<file path="config.mk">
export PLATFORM = sky130hd
export DESIGN_NAME = mem_dump_reader_flat
export DESIGN_NICKNAME = d
export VERILOG_FILES = /design/src/rtl/mem_dump_if.sv /design/src/rtl/mem_dump_reader.sv /design/src/flat_wrapper.sv
export SDC_FILE = /design/constraint.sdc
export NUM_CORES = 1
export LEC_CHECK = 0
export CORE_ASPECT_RATIO = 0.7
export CORE_MARGIN = 1.5
export CORE_UTILIZATION = 45
export DETAILED_ROUTE_END_ITERATION = 8
export MAX_ROUTING_LAYER = met4
export PLACE_DENSITY = 0.77
export SETUP_SLACK_MARGIN = 0.1
export SYNTH_ARGS = -nofsm -noshare
export SYNTH_HDL_FRONTEND = slang
export SYNTH_SLANG_ARGS = --single-unit
</file>
<file path="constraint.sdc">
create_clock -name clk -period 2.3 [get_ports clk]
set_input_delay 0.23 -clock clk [delete_from_list [all_inputs] [get_ports clk]]
set_output_delay 0.23 -clock clk [all_outputs]
set_load 0.01 [all_outputs]
</file>
<file path="src/rtl/mem_dump_if.sv">
// +----------------------------------------------------------------------------+
// | Module      : mem_dump_if                                                  |
// | Description : Control, data-memory read port and output stream bundle for  |
// |               mem_dump_reader.                                             |
// | Revision    : 1.0 - initial release                                        |
// +----------------------------------------------------------------------------+
`default_nettype none

interface mem_dump_if #(
   parameter int ADDR_W = 5,
   parameter int DATA_W = 32,
   parameter int CNT_W  = 6
);
   logic              start;
   logic [ADDR_W-1:0] base_addr;
   logic [CNT_W-1:0]  word_count;
   logic              busy;
   logic              done;
   logic              mem_rd_en;
   logic [ADDR_W-1:0] mem_rd_addr;
   logic [DATA_W-1:0] mem_rd_data;
   logic              out_valid;
   logic              out_ready;
   logic [DATA_W-1:0] out_data;
   logic [ADDR_W-1:0] out_addr;
   logic              out_last;
   logic [DATA_W-1:0] checksum;

   modport master (
      output start, base_addr, word_count, mem_rd_data, out_ready,
      input  busy, done, mem_rd_en, mem_rd_addr, out_valid, out_data,
             out_addr, out_last, checksum
   );

   modport slave (
      input  start, base_addr, word_count, mem_rd_data, out_ready,
      output busy, done, mem_rd_en, mem_rd_addr, out_valid, out_data,
             out_addr, out_last, checksum
   );
endinterface

`default_nettype wire

</file>
<file path="src/rtl/mem_dump_reader.sv">
// +----------------------------------------------------------------------------+
// | Module      : mem_dump_reader                                              |
// | Description : Walks a data-memory address range and streams each word out  |
// |               on valid/ready. Optional running sum: MEM_DUMP_CHECKSUM_EN.  |
// | Revision    : 1.0 - initial release                                        |
// +----------------------------------------------------------------------------+
`default_nettype none

module mem_dump_reader #(
   parameter int ADDR_W = 5,
   parameter int DATA_W = 32,
   parameter int CNT_W  = 6
) (
   input  wire logic  clk,
   input  wire logic  rst,
   mem_dump_if.slave  dump_if
);

   typedef enum logic [1:0] {
      S_IDLE  = 2'd0,
      S_ISSUE = 2'd1,
      S_DRAIN = 2'd2,
      S_FIN   = 2'd3
   } state_t;

   state_t            state_q;
   logic              busy_q;
   logic              done_q;
   logic [ADDR_W-1:0] rd_addr_q;
   logic [CNT_W-1:0]  cnt_q;
   logic [CNT_W-1:0]  issued_q;
   logic              infl_q;
   logic              infl_last_q;
   logic [ADDR_W-1:0] infl_addr_q;

   logic [DATA_W-1:0] fifo_data_q [2];
   logic [ADDR_W-1:0] fifo_addr_q [2];
   logic [1:0]        fifo_last_q;
   logic              wr_ptr_q;
   logic              rd_ptr_q;
   logic [1:0]        occ_q;
   logic [1:0]        occ_d;

   logic w_push;
   logic w_pop;
   logic w_issue;
   logic w_last_issue;
   logic w_head_last;

   assign w_push       = infl_q;
   assign w_pop        = (occ_q != 2'd0) && dump_if.out_ready;
   assign w_head_last  = fifo_last_q[rd_ptr_q];
   assign w_last_issue = (issued_q == (cnt_q - CNT_W'(1)));

   // The in-flight read is exactly the FIFO write of this cycle, so occ_d is
   // the post-edge occupancy; a new read may only go out if it will have room.
   always_comb begin
      occ_d = occ_q + {1'b0, w_push} - {1'b0, w_pop};
   end

   assign w_issue = (state_q == S_ISSUE) && (occ_d < 2'd2);

   always_ff @(posedge clk) begin
      if (rst) begin
         state_q     <= S_IDLE;
         busy_q      <= 1'b0;
         done_q      <= 1'b0;
         rd_addr_q   <= '0;
         cnt_q       <= '0;
         issued_q    <= '0;
         infl_q      <= 1'b0;
         infl_last_q <= 1'b0;
         infl_addr_q <= '0;
         for (int i = 0; i < 2; i++) begin
            fifo_data_q[i] <= '0;
            fifo_addr_q[i] <= '0;
         end
         fifo_last_q <= '0;
         wr_ptr_q    <= 1'b0;
         rd_ptr_q    <= 1'b0;
         occ_q       <= '0;
      end else begin
         if (w_push) begin
            fifo_data_q[wr_ptr_q] <= dump_if.mem_rd_data;
            fifo_addr_q[wr_ptr_q] <= infl_addr_q;
            fifo_last_q[wr_ptr_q] <= infl_last_q;
            wr_ptr_q              <= ~wr_ptr_q;
         end
         if (w_pop) begin
            rd_ptr_q <= ~rd_ptr_q;
         end
         occ_q  <= occ_d;
         infl_q <= w_issue;
         if (w_issue) begin
            infl_addr_q <= rd_addr_q;
            infl_last_q <= w_last_issue;
            rd_addr_q   <= rd_addr_q + ADDR_W'(1);
            issued_q    <= issued_q + CNT_W'(1);
         end

         done_q <= 1'b0;
         case (state_q)
            S_IDLE: begin
               if (dump_if.start) begin
                  rd_addr_q <= dump_if.base_addr;
                  cnt_q     <= dump_if.word_count;
                  issued_q  <= '0;
                  if (dump_if.word_count != '0) begin
                     state_q <= S_ISSUE;
                     busy_q  <= 1'b1;
                  end else begin
                     state_q <= S_FIN;
                     done_q  <= 1'b1;
                  end
               end
            end
            S_ISSUE: begin
               if (w_issue && w_last_issue) begin
                  state_q <= S_DRAIN;
               end
            end
            S_DRAIN: begin
               // The last-flagged word leaving the FIFO implies nothing is left behind it.
               if (w_pop && w_head_last) begin
                  state_q <= S_FIN;
                  busy_q  <= 1'b0;
                  done_q  <= 1'b1;
               end
            end
            default: begin
               state_q <= S_IDLE;
            end
         endcase
      end
   end

   assign dump_if.busy        = busy_q;
   assign dump_if.done        = done_q;
   assign dump_if.mem_rd_en   = w_issue;
   assign dump_if.mem_rd_addr = rd_addr_q;
   assign dump_if.out_valid   = (occ_q != 2'd0);
   assign dump_if.out_data    = fifo_data_q[rd_ptr_q];
   assign dump_if.out_addr    = fifo_addr_q[rd_ptr_q];
   assign dump_if.out_last    = w_head_last;

`ifdef MEM_DUMP_CHECKSUM_EN
   logic [DATA_W-1:0] csum_q;

   always_ff @(posedge clk) begin
      if (rst) begin
         csum_q <= '0;
      end else if ((state_q == S_IDLE) && dump_if.start) begin
         csum_q <= '0;
      end else if (w_pop) begin
         csum_q <= csum_q + fifo_data_q[rd_ptr_q];
      end
   end

   assign dump_if.checksum = csum_q;
`else
   assign dump_if.checksum = '0;
`endif

endmodule

`default_nettype wire

</file>
<file path="src/flat_wrapper.sv">
// flat-port wrapper written by rule: the top's interface ports become plain ports
module mem_dump_reader_flat 
#(
   parameter int ADDR_W = 5,
   parameter int DATA_W = 32,
   parameter int CNT_W  = 6
)
  (clk, rst, dump_if_start, dump_if_base_addr, dump_if_word_count, dump_if_mem_rd_data, dump_if_out_ready, dump_if_busy, dump_if_done, dump_if_mem_rd_en, dump_if_mem_rd_addr, dump_if_out_valid, dump_if_out_data, dump_if_out_addr, dump_if_out_last, dump_if_checksum);
  mem_dump_if #(.ADDR_W(ADDR_W), .DATA_W(DATA_W), .CNT_W(CNT_W)) dump_if_i ();
  input  wire logic clk;
  input  wire logic rst;
  input wire logic [$bits(dump_if_i.start)-1:0] dump_if_start;
  input wire logic [$bits(dump_if_i.base_addr)-1:0] dump_if_base_addr;
  input wire logic [$bits(dump_if_i.word_count)-1:0] dump_if_word_count;
  input wire logic [$bits(dump_if_i.mem_rd_data)-1:0] dump_if_mem_rd_data;
  input wire logic [$bits(dump_if_i.out_ready)-1:0] dump_if_out_ready;
  output wire logic [$bits(dump_if_i.busy)-1:0] dump_if_busy;
  output wire logic [$bits(dump_if_i.done)-1:0] dump_if_done;
  output wire logic [$bits(dump_if_i.mem_rd_en)-1:0] dump_if_mem_rd_en;
  output wire logic [$bits(dump_if_i.mem_rd_addr)-1:0] dump_if_mem_rd_addr;
  output wire logic [$bits(dump_if_i.out_valid)-1:0] dump_if_out_valid;
  output wire logic [$bits(dump_if_i.out_data)-1:0] dump_if_out_data;
  output wire logic [$bits(dump_if_i.out_addr)-1:0] dump_if_out_addr;
  output wire logic [$bits(dump_if_i.out_last)-1:0] dump_if_out_last;
  output wire logic [$bits(dump_if_i.checksum)-1:0] dump_if_checksum;
  assign dump_if_i.start = dump_if_start;
  assign dump_if_i.base_addr = dump_if_base_addr;
  assign dump_if_i.word_count = dump_if_word_count;
  assign dump_if_i.mem_rd_data = dump_if_mem_rd_data;
  assign dump_if_i.out_ready = dump_if_out_ready;
  assign dump_if_busy = dump_if_i.busy;
  assign dump_if_done = dump_if_i.done;
  assign dump_if_mem_rd_en = dump_if_i.mem_rd_en;
  assign dump_if_mem_rd_addr = dump_if_i.mem_rd_addr;
  assign dump_if_out_valid = dump_if_i.out_valid;
  assign dump_if_out_data = dump_if_i.out_data;
  assign dump_if_out_addr = dump_if_i.out_addr;
  assign dump_if_out_last = dump_if_i.out_last;
  assign dump_if_checksum = dump_if_i.checksum;
  mem_dump_reader #(.ADDR_W(ADDR_W), .DATA_W(DATA_W), .CNT_W(CNT_W)) u_core (.clk(clk), .rst(rst), .dump_if(dump_if_i));
endmodule
</file>
==> results.md <==
* Layout cell share with drive strength beyond 1 at 0.203
* Number of nets still failing antenna checks after routing at 0
* Most frequent CP cell: ha_4
* H-tree level count at 3
* Arrival @ worst endpoint at 2590 ps
* Worst-skew pair later-pin latency at 340 ps
* Antenna violations before repair at 0
* WL/cell at 14.9 microns
* RSZ-0062 raised after global routing: true
* CP Capture Type: flip-flop
* Pwr Density at slightly below 1000 nW/um^2
* CTS Buffer Depth at 2
* Vias at approximately 3300
* Peak supply drop at 441 uV
* RePlAce Congestion at 0.790
* First-pass GRT wire length at roughly 17000 microns
* Switching portion of total power at 0.287
* Setup-failing EPs final at 3
* DP HPWL at around 6900 microns
* Crit path kind: reg -> reg
* Crit-path slowest cell: dfxtp_2
* Status: complete, but fails checks
* Clock skew at 5.03 ps
* Ant diodes at 0
* Leak at 2.59 nW
* Int Power at 4.71 mW
* Worst r2r dst: u_core.dump_if.mem_rd_addr[3]
* Hold_sp: dump_if_word_count[2]
* Startpoint types: flip-flop
* Largest net degree at the start of global routing at 31
* Achievable Freq at around 420 MHz
* CP peak stage delay at 320 ps
* # DRC at 0
* Tcrit/Tclk final at 1.03
* Synthesized flop and latch total at 109
* Mapped Avg Cell Area at 11.8 sq um
* Post-route minimum period at 2360 ps
* Seq pwr share at 0.388
* Most frequent cells in the layout: clkdlybuf4s50_1 (92), and2_1 (75), edfxtp_1 (74)
* DR iter-0 viols at approximately 190
* Core area at 11000 sq um
* Seq/Total Area, Yosys at 0.576
* Crit-path max FO at 5
* Synth cell types at 42
* Die width at approximately 130 microns
* Max-cap viol count at 0
* Synth Instances at 431
* Fraction of registers with async set/reset at 0
* Reg-to-Reg Start: u_core.occ_q[0]
* Area after DPL at 6200 sq um
* R2R cell count at 12
* Vias per std cell at 4.77
* Clk pin slew, worst setup/hold paths at 70 ps
* PortBufs at 93
* Most common cell after layout, fill and taps aside: clkdlybuf4s50_1
* Ys flop type: edfxtp_1
* Count of clock tree sinks at between 100 and 150
* Part of the power in combinational logic at 0.358
* Data required, critical path at 2530 ps
* Failing checks: negative setup slack
* Clock Power Share at 0.254
* Clk root buf: clkbuf_16
* Switching Power at roughly 1.9 mW
* R2R setup slack at -60 ps
* DRT Pass-1 Iters at 4
* Area Overhead vs Synth at 32.3%
* Final net count at 599
* Yosys warning count at 0
* Full die area at around 12000 sq um
* I/O Pins at roughly 130
* Fin Setup TNS at -79.4 ps
* Area of the mapped netlist at 5070 sq um
* Tightest Pin Transition at approximately 630 ps
* # rows at 32
* Pwr Total at between 6 and 7 mW
* Worst slew margin at 0.580
* Total CTS buffers at 9
* CTS tree: built
* Fillers at around 860
* Hold Path Class: in -> reg
* WL final at 10400 microns
* Total Routing Usage GR at 0.186
* Fin area at 6710 sq um
* WHS Path Cells at 3
* Crit-path cells: or2_4, and2_4, ha_4, inv_2, ha_4, xnor3_2, nand2_4, clkinv_4, buf_8, nand4_1, xor2_1, a211oi_1
* Hold EP: u_core.cnt_q[2]
* Grt ovf at 0
* Vias in the first global route at 3407
* Starting utilization of the core area at 0.461
* Hold Vio Cnt, Final at 0
* Number of enable flip-flop cells after synthesis at 74
* Worst setup margin at -64.3 ps
* Fin. max-slew vios at 0
* Die Height at between 90 and 100 microns
[routing by layer]
layer  part of all wire  up-vias  routed length, microns  track usage
met1               0.46     1613                    4770        0.241
li1                   -     1630                       -            -
met3              0.040        5                     419       0.0368
met5                  0        -                       0            -
met4             0.0073        0                      76       0.0583
met2               0.49       94                    5170        0.297
[cell usage after synthesis, types with 2 or more instances]
cell type | number | area [sq um]
nor2_1 | 23 | 86.3
nor3_1 | 5 | 25.0
edfxtp_1 | 74 | 2220
dfxtp_1 | 35 | 701
o31ai_1 | 2 | 15.0
clkbuf_1 | 18 | 67.6
a21o_1 | 2 | 15.0
nand2b_1 | 2 | 12.5
a21oi_1 | 15 | 75.1
buf_4 | 32 | 240
xnor2_1 | 11 | 96.3
nand4_1 | 5 | 31.3
xor2_1 | 7 | 61.3
o21ai_0 | 5 | 25.0
ha_1 | 9 | 113
mux2_2 | 37 | 417
a211oi_1 | 4 | 30.0
nand2_1 | 35 | 131
inv_1 | 11 | 41.3
and2_1 | 75 | 469
or4_1 | 2 | 15.0
buf_1 | 2 | 7.51
[cell type report]
| cell class | count | area [sq um] | share of cell area |
|---|---|---|---|
| Clock buffer | 11 | 243 | 0.0362 |
| Inverter | 12 | 50.0 | 0.00746 |
| Clock inverter | 5 | 82.6 | 0.0123 |
| Tap cell | 153 | 191 | 0.0285 |
| Timing Repair Buffer | 123 | 1210 | 0.180 |
| Multi-Input combinational cell | 288 | 2010 | 0.299 |
| Sequential cell | 109 | 2930 | 0.436 |
[cells by family (layout without fill, tap and decap cells)]
group                      after synthesis  count (layout)  synth area share
xor gates and xnor gates                19              19            0.0355
adders and majority gates                9               9            0.0222
other                                    1              32          0.000739
and+or+nand+nor                        153             153             0.162
DFF                                    109             109             0.576
buffers and inverters                   65             151            0.0720
muxes                                   39              39            0.0871
AOI/OAI and AO/OA                       36              36            0.0449
[through the flow]
step | setup slack [ps] | hold slack, ps | util | cells
2_1_floorplan | 19.6 | 366 | - | 462
3_3_place_gp | -204 | 453 | 0.563 | 676
3_5_place_dp | -328 | 461 | 0.563 | 676
4_1_cts | -11.6 | 449 | 0.602 | 697
5_1_grt | -140 | 489 | 0.610 | 701
6_report | -64.3 | 474 | 0.610 | 701
[power groups by stage]
stage / clock network, mW / registers (mW) / logic (mW)
6_report: 1.68 / 2.56 / 2.36
5_1_grt: 1.77 / 2.59 / 2.56
4_1_cts: 1.71 / 2.55 / 2.24
3_5_place_dp: 0 / 2.59 / 2.03
3_3_place_gp: 0 / 2.57 / 1.99
2_1_floorplan: 0 / 2.55 / 1.21
[worst max path at each step]
stage	from	endpoint	slack (ps)	cells past startpoint
2_1_floorplan	u_core.occ_q[0]	u_core.issued_q[5]	20	14
3_3_place_gp	dump_if_out_ready	dump_if_mem_rd_en	-200	9
3_5_place_dp	dump_if_out_ready	u_core.dump_if.mem_rd_addr[3]	-330	12
4_1_cts	u_core.occ_q[0]	u_core.state_q[1]	-10	11
5_1_grt	u_core.occ_q[0]	u_core.dump_if.mem_rd_addr[3]	-140	12
6_report	u_core.occ_q[0]	u_core.dump_if.mem_rd_addr[3]	-60	12
[worst max-delay path, delay by kind of cell, from the launching register on]
| family | cells | cell delay [ps] |
|---|---|---|
| flip-flops | 1 | 320 |
| buffers and inverters | 3 | 210 |
| AND/OR/NAND/NOR | 4 | 590 |
| AO/OA/AOI/OAI | 1 | 280 |
| XOR/XNOR | 2 | 450 |
| adder cells (fa/ha/maj) | 2 | 400 |
[flip-flops by register name, indices dropped and copies added (netlist names), named ones only]
register                    count
u_core.dump_if.mem_rd_addr      5
u_core.state_q                  2
u_core.infl_q                   1
u_core.issued_q                 6
u_core.dump_if.busy             1
u_core.wr_ptr_q                 1
u_core.fifo_last_q              2
u_core.rd_ptr_q                 1
u_core.infl_addr_q              5
u_core.infl_last_q              1
u_core.dump_if.done             1
u_core.occ_q                    2
u_core.cnt_q                    6
u_core.fifo_addr_q             10
u_core.fifo_data_q             64
[timing repair]
item                                   4_1_cts  5_1_grt
pin swaps                                    6        5
endpoints found under the hold margin        0        0
buffers inserted                             6        5
setup endpoints to repair                   16       35
hold buffers                                 0        0
gates cloned                                 0        0
resized for setup                           21       11
Power figures use the tool's default switching activity.
==> edit (config.mk and constraints unchanged) <==
`CNT_W` is set to 6 in 3 places; all go to 3.
--- a/src/rtl/mem_dump_if.sv
+++ b/src/rtl/mem_dump_if.sv
@@ -11,3 +11,3 @@
    parameter int DATA_W = 32,
-   parameter int CNT_W  = 6
+   parameter int CNT_W  = 3
 );
--- a/src/rtl/mem_dump_reader.sv
+++ b/src/rtl/mem_dump_reader.sv
@@ -11,3 +11,3 @@
    parameter int DATA_W = 32,
-   parameter int CNT_W  = 6
+   parameter int CNT_W  = 3
 ) (
--- a/src/flat_wrapper.sv
+++ b/src/flat_wrapper.sv
@@ -5,3 +5,3 @@
    parameter int DATA_W = 32,
-   parameter int CNT_W  = 6
+   parameter int CNT_W  = 3
 )
Interface: changed (resized dump_if_word_count); port bits go from 126 to 123. The function was not compared with the original's and may differ.
==> edit against the unedited design <==
- total power down 12%
- maximum frequency up 9.8%
- design area down 8.7%
- clock power down 14%
- synthesized area down 5.7%
- sequential cell count down 6
- routed wire length down 8.7%
- worst setup slack better by 0.21 ns
- largest power group unchanged
==> edit: results (changes against the unedited design) <==
Clock network
  • Clock latency reported for the late side of the worst-skew pair: 0.33 ns
  • H-tree level count: 3 (unchanged)
  • Clock transition at the registers of the reported paths: 0.07 ns (about the same)
  • CTS Root Buffer Type: sky130_fd_sc_hd__clkbuf_16

Outcome
  • Status: finished clean

Yosys
  • Sequential fraction of the synthesis area: 58.61% (+1.0 points)
  • Count of distinct cell types in the synthesized netlist: 40 (-4.8%)
  • Fraction of registers with async set/reset: 0% (unchanged)
  • Synth Warn #: 0 (unchanged)
  • Mean Syn Cell Area: 12.45 µm² (+5.8%)
  • Most frequent cells after synthesis: 75 x sky130_fd_sc_hd__and2_1, 74 x sky130_fd_sc_hd__edfxtp_1, 38 x sky130_fd_sc_hd__mux2_2, 32 x sky130_fd_sc_hd__buf_4, 29 x sky130_fd_sc_hd__dfxtp_1
  • Main synth FF type: sky130_fd_sc_hd__edfxtp_1
  • Largest cells by area after synthesis: sky130_fd_sc_hd__edfxtp_1 46%, sky130_fd_sc_hd__dfxtp_1 12%, sky130_fd_sc_hd__and2_1 9.8%

Placement
  • DP Area: 0.005763 mm² (-7.1%)
  • Number of I/O port buffers: 90 (-3.2%)
  • Final weighted congestion of routability-driven global placement: 0.7612 (-3.6%)
  • Final HPWL from detailed placement: 6179 µm (-11%)
  • Number of cells in the design after placement: 598 (-12%)
  • Post-Place Setup Slack: -0.1325 ns (+0.1953 ns)

Timing
  • Layout Skew: 0.003660 ns (-0.001370 ns)
  • Portion of the clock cycle consumed by the worst path in the final layout: 93.66% (-9.1 points)
  • Worst-margin pin slew: 0.5436 ns (-0.08525 ns)
  • Final number of hold-violating endpoints: 0 (unchanged)
  • Final hold slack: 0.4619 ns (-0.01186 ns)

Detailed routing
  • Detailed Routing Iterations Pass 1: 4 (unchanged)
  • Routed wire length: 9528 µm (-8.7%)
  • Starting DRC count in detailed routing: 165 (-14%)
  • Vias after detailed routing: 2,973 (-11%)

Worst setup path
  • Critical Path End: u_core.state_q[0]$_SDFFE_PP0P_
  • Signal arrival time at the worst endpoint: 2.39 ns (-0.20 ns)
  • Reg2Reg Setup Slack: 0.15 ns (+0.21 ns)
  • Library cell contributing the largest single delay on the critical path: sky130_fd_sc_hd__dfxtp_1
  • Logic depth of the worst register-to-register path: 10 (-2)
  • CP max FO: 3 (-2)

Pwr
  • Maximum VDD drop: 0.4616 mV (+4.7%)
  • Leakage power: 2.385 nW (-8.0%)

Final layout
  • Number of fillers in the final layout: 823 (-3.9%)
  • Net total in the final layout: 533 (-11%)
  • Share of cells above drive strength 1: 19.18% (-1.1 points)
  • Final std cells w/o fill: 617 (-12%)
  • Post-layout util: 59.14% (-1.8 points)

GRT
  • Maximum number of pins on one net before global-route repair: 39 (+26%)
  • Aggregate global-route resource usage: 17.77% (-0.87 points)
  • Vias in the first global route: 2,948 (-13%)
  • Wire length of the first global-routing pass: 14,480 µm (-13%)

Worst hold path
  • Hold Crit Class: reg2reg
  • Worst Hold End: u_core.infl_addr_q[1]$_SDFFE_PP0P_
  • Source of the worst hold timing path: u_core.infl_addr_q[1]$_SDFFE_PP0P_
  • Number of cells on the worst hold path: 2 (-1)
==> edit: report_power, final <==
part	total, mW	switching [mW]	internal [mW]
Combinational	1.98	0.918	1.06
Clock	1.44	0.620	0.820
Sequential	2.40	0.137	2.26
Total	5.82	1.67	4.14
==> edit: cell type report <==
type	instances	share of cell area, %
tap	132	2.697
timing repair buffer	105	16.94
inverter	11	0.6742
clock inverter	4	0.3064
sequential	103	45.80
clock buffer	12	4.372
multi-input combinational	250	29.21
==> edit: per-layer routing <==
metal	part of all wire, %	up-vias	track usage (%)	wire length (µm)
met3	4.8	9	4.967	458
met2	48	88	29.92	4614
li1	-	1445	-	-
met1	46	1431	21.35	4370
met5	0	-	-	0
met4	0.89	0	5.016	85
==> edit: timing repair <==
item / CTS / global route
gates resized for setup: 6 / 8
pin swaps: 1 / 1
setup buffers: 2 / 1
setup endpoints to repair: 3 / 5
==> edit: logic make-up (layout without fill, tap and decap cells) <==
logic type	Yosys count	after routing	synth area share (%)
adder cells (fa/ha/maj)	9	9	2.355
multiplexers	39	39	9.158
flip-flops	103	103	58.61
XOR/XNOR	12	12	2.799
AND/OR/NAND/NOR	127	127	14.34
buffers and inverters	62	132	7.771
AO/OA/AOI/OAI	31	31	4.893
other	1	32	0.07842
==> edit: stage by stage <==
stage	total power [mW]	TNS [ns]
finish	5.815	0
global route	6.119	0
CTS	5.769	0
detailed placement	4.298	-0.5487
global placement	4.237	-0.07769
floorplan	3.528	0
==> edit: critical path, delay by kind of cell (launching register included) <==
| family | cells | cell delay, ns |
|---|---|---|
| AOI/OAI and AO/OA | 3 | 0.71 |
| adders and majority gates | 2 | 0.43 |
| DFF | 1 | 0.33 |
| xor gates and xnor gates | 1 | 0.24 |
| buffers and inverters | 2 | 0.18 |
| and+or+nand+nor | 2 | 0.16 |
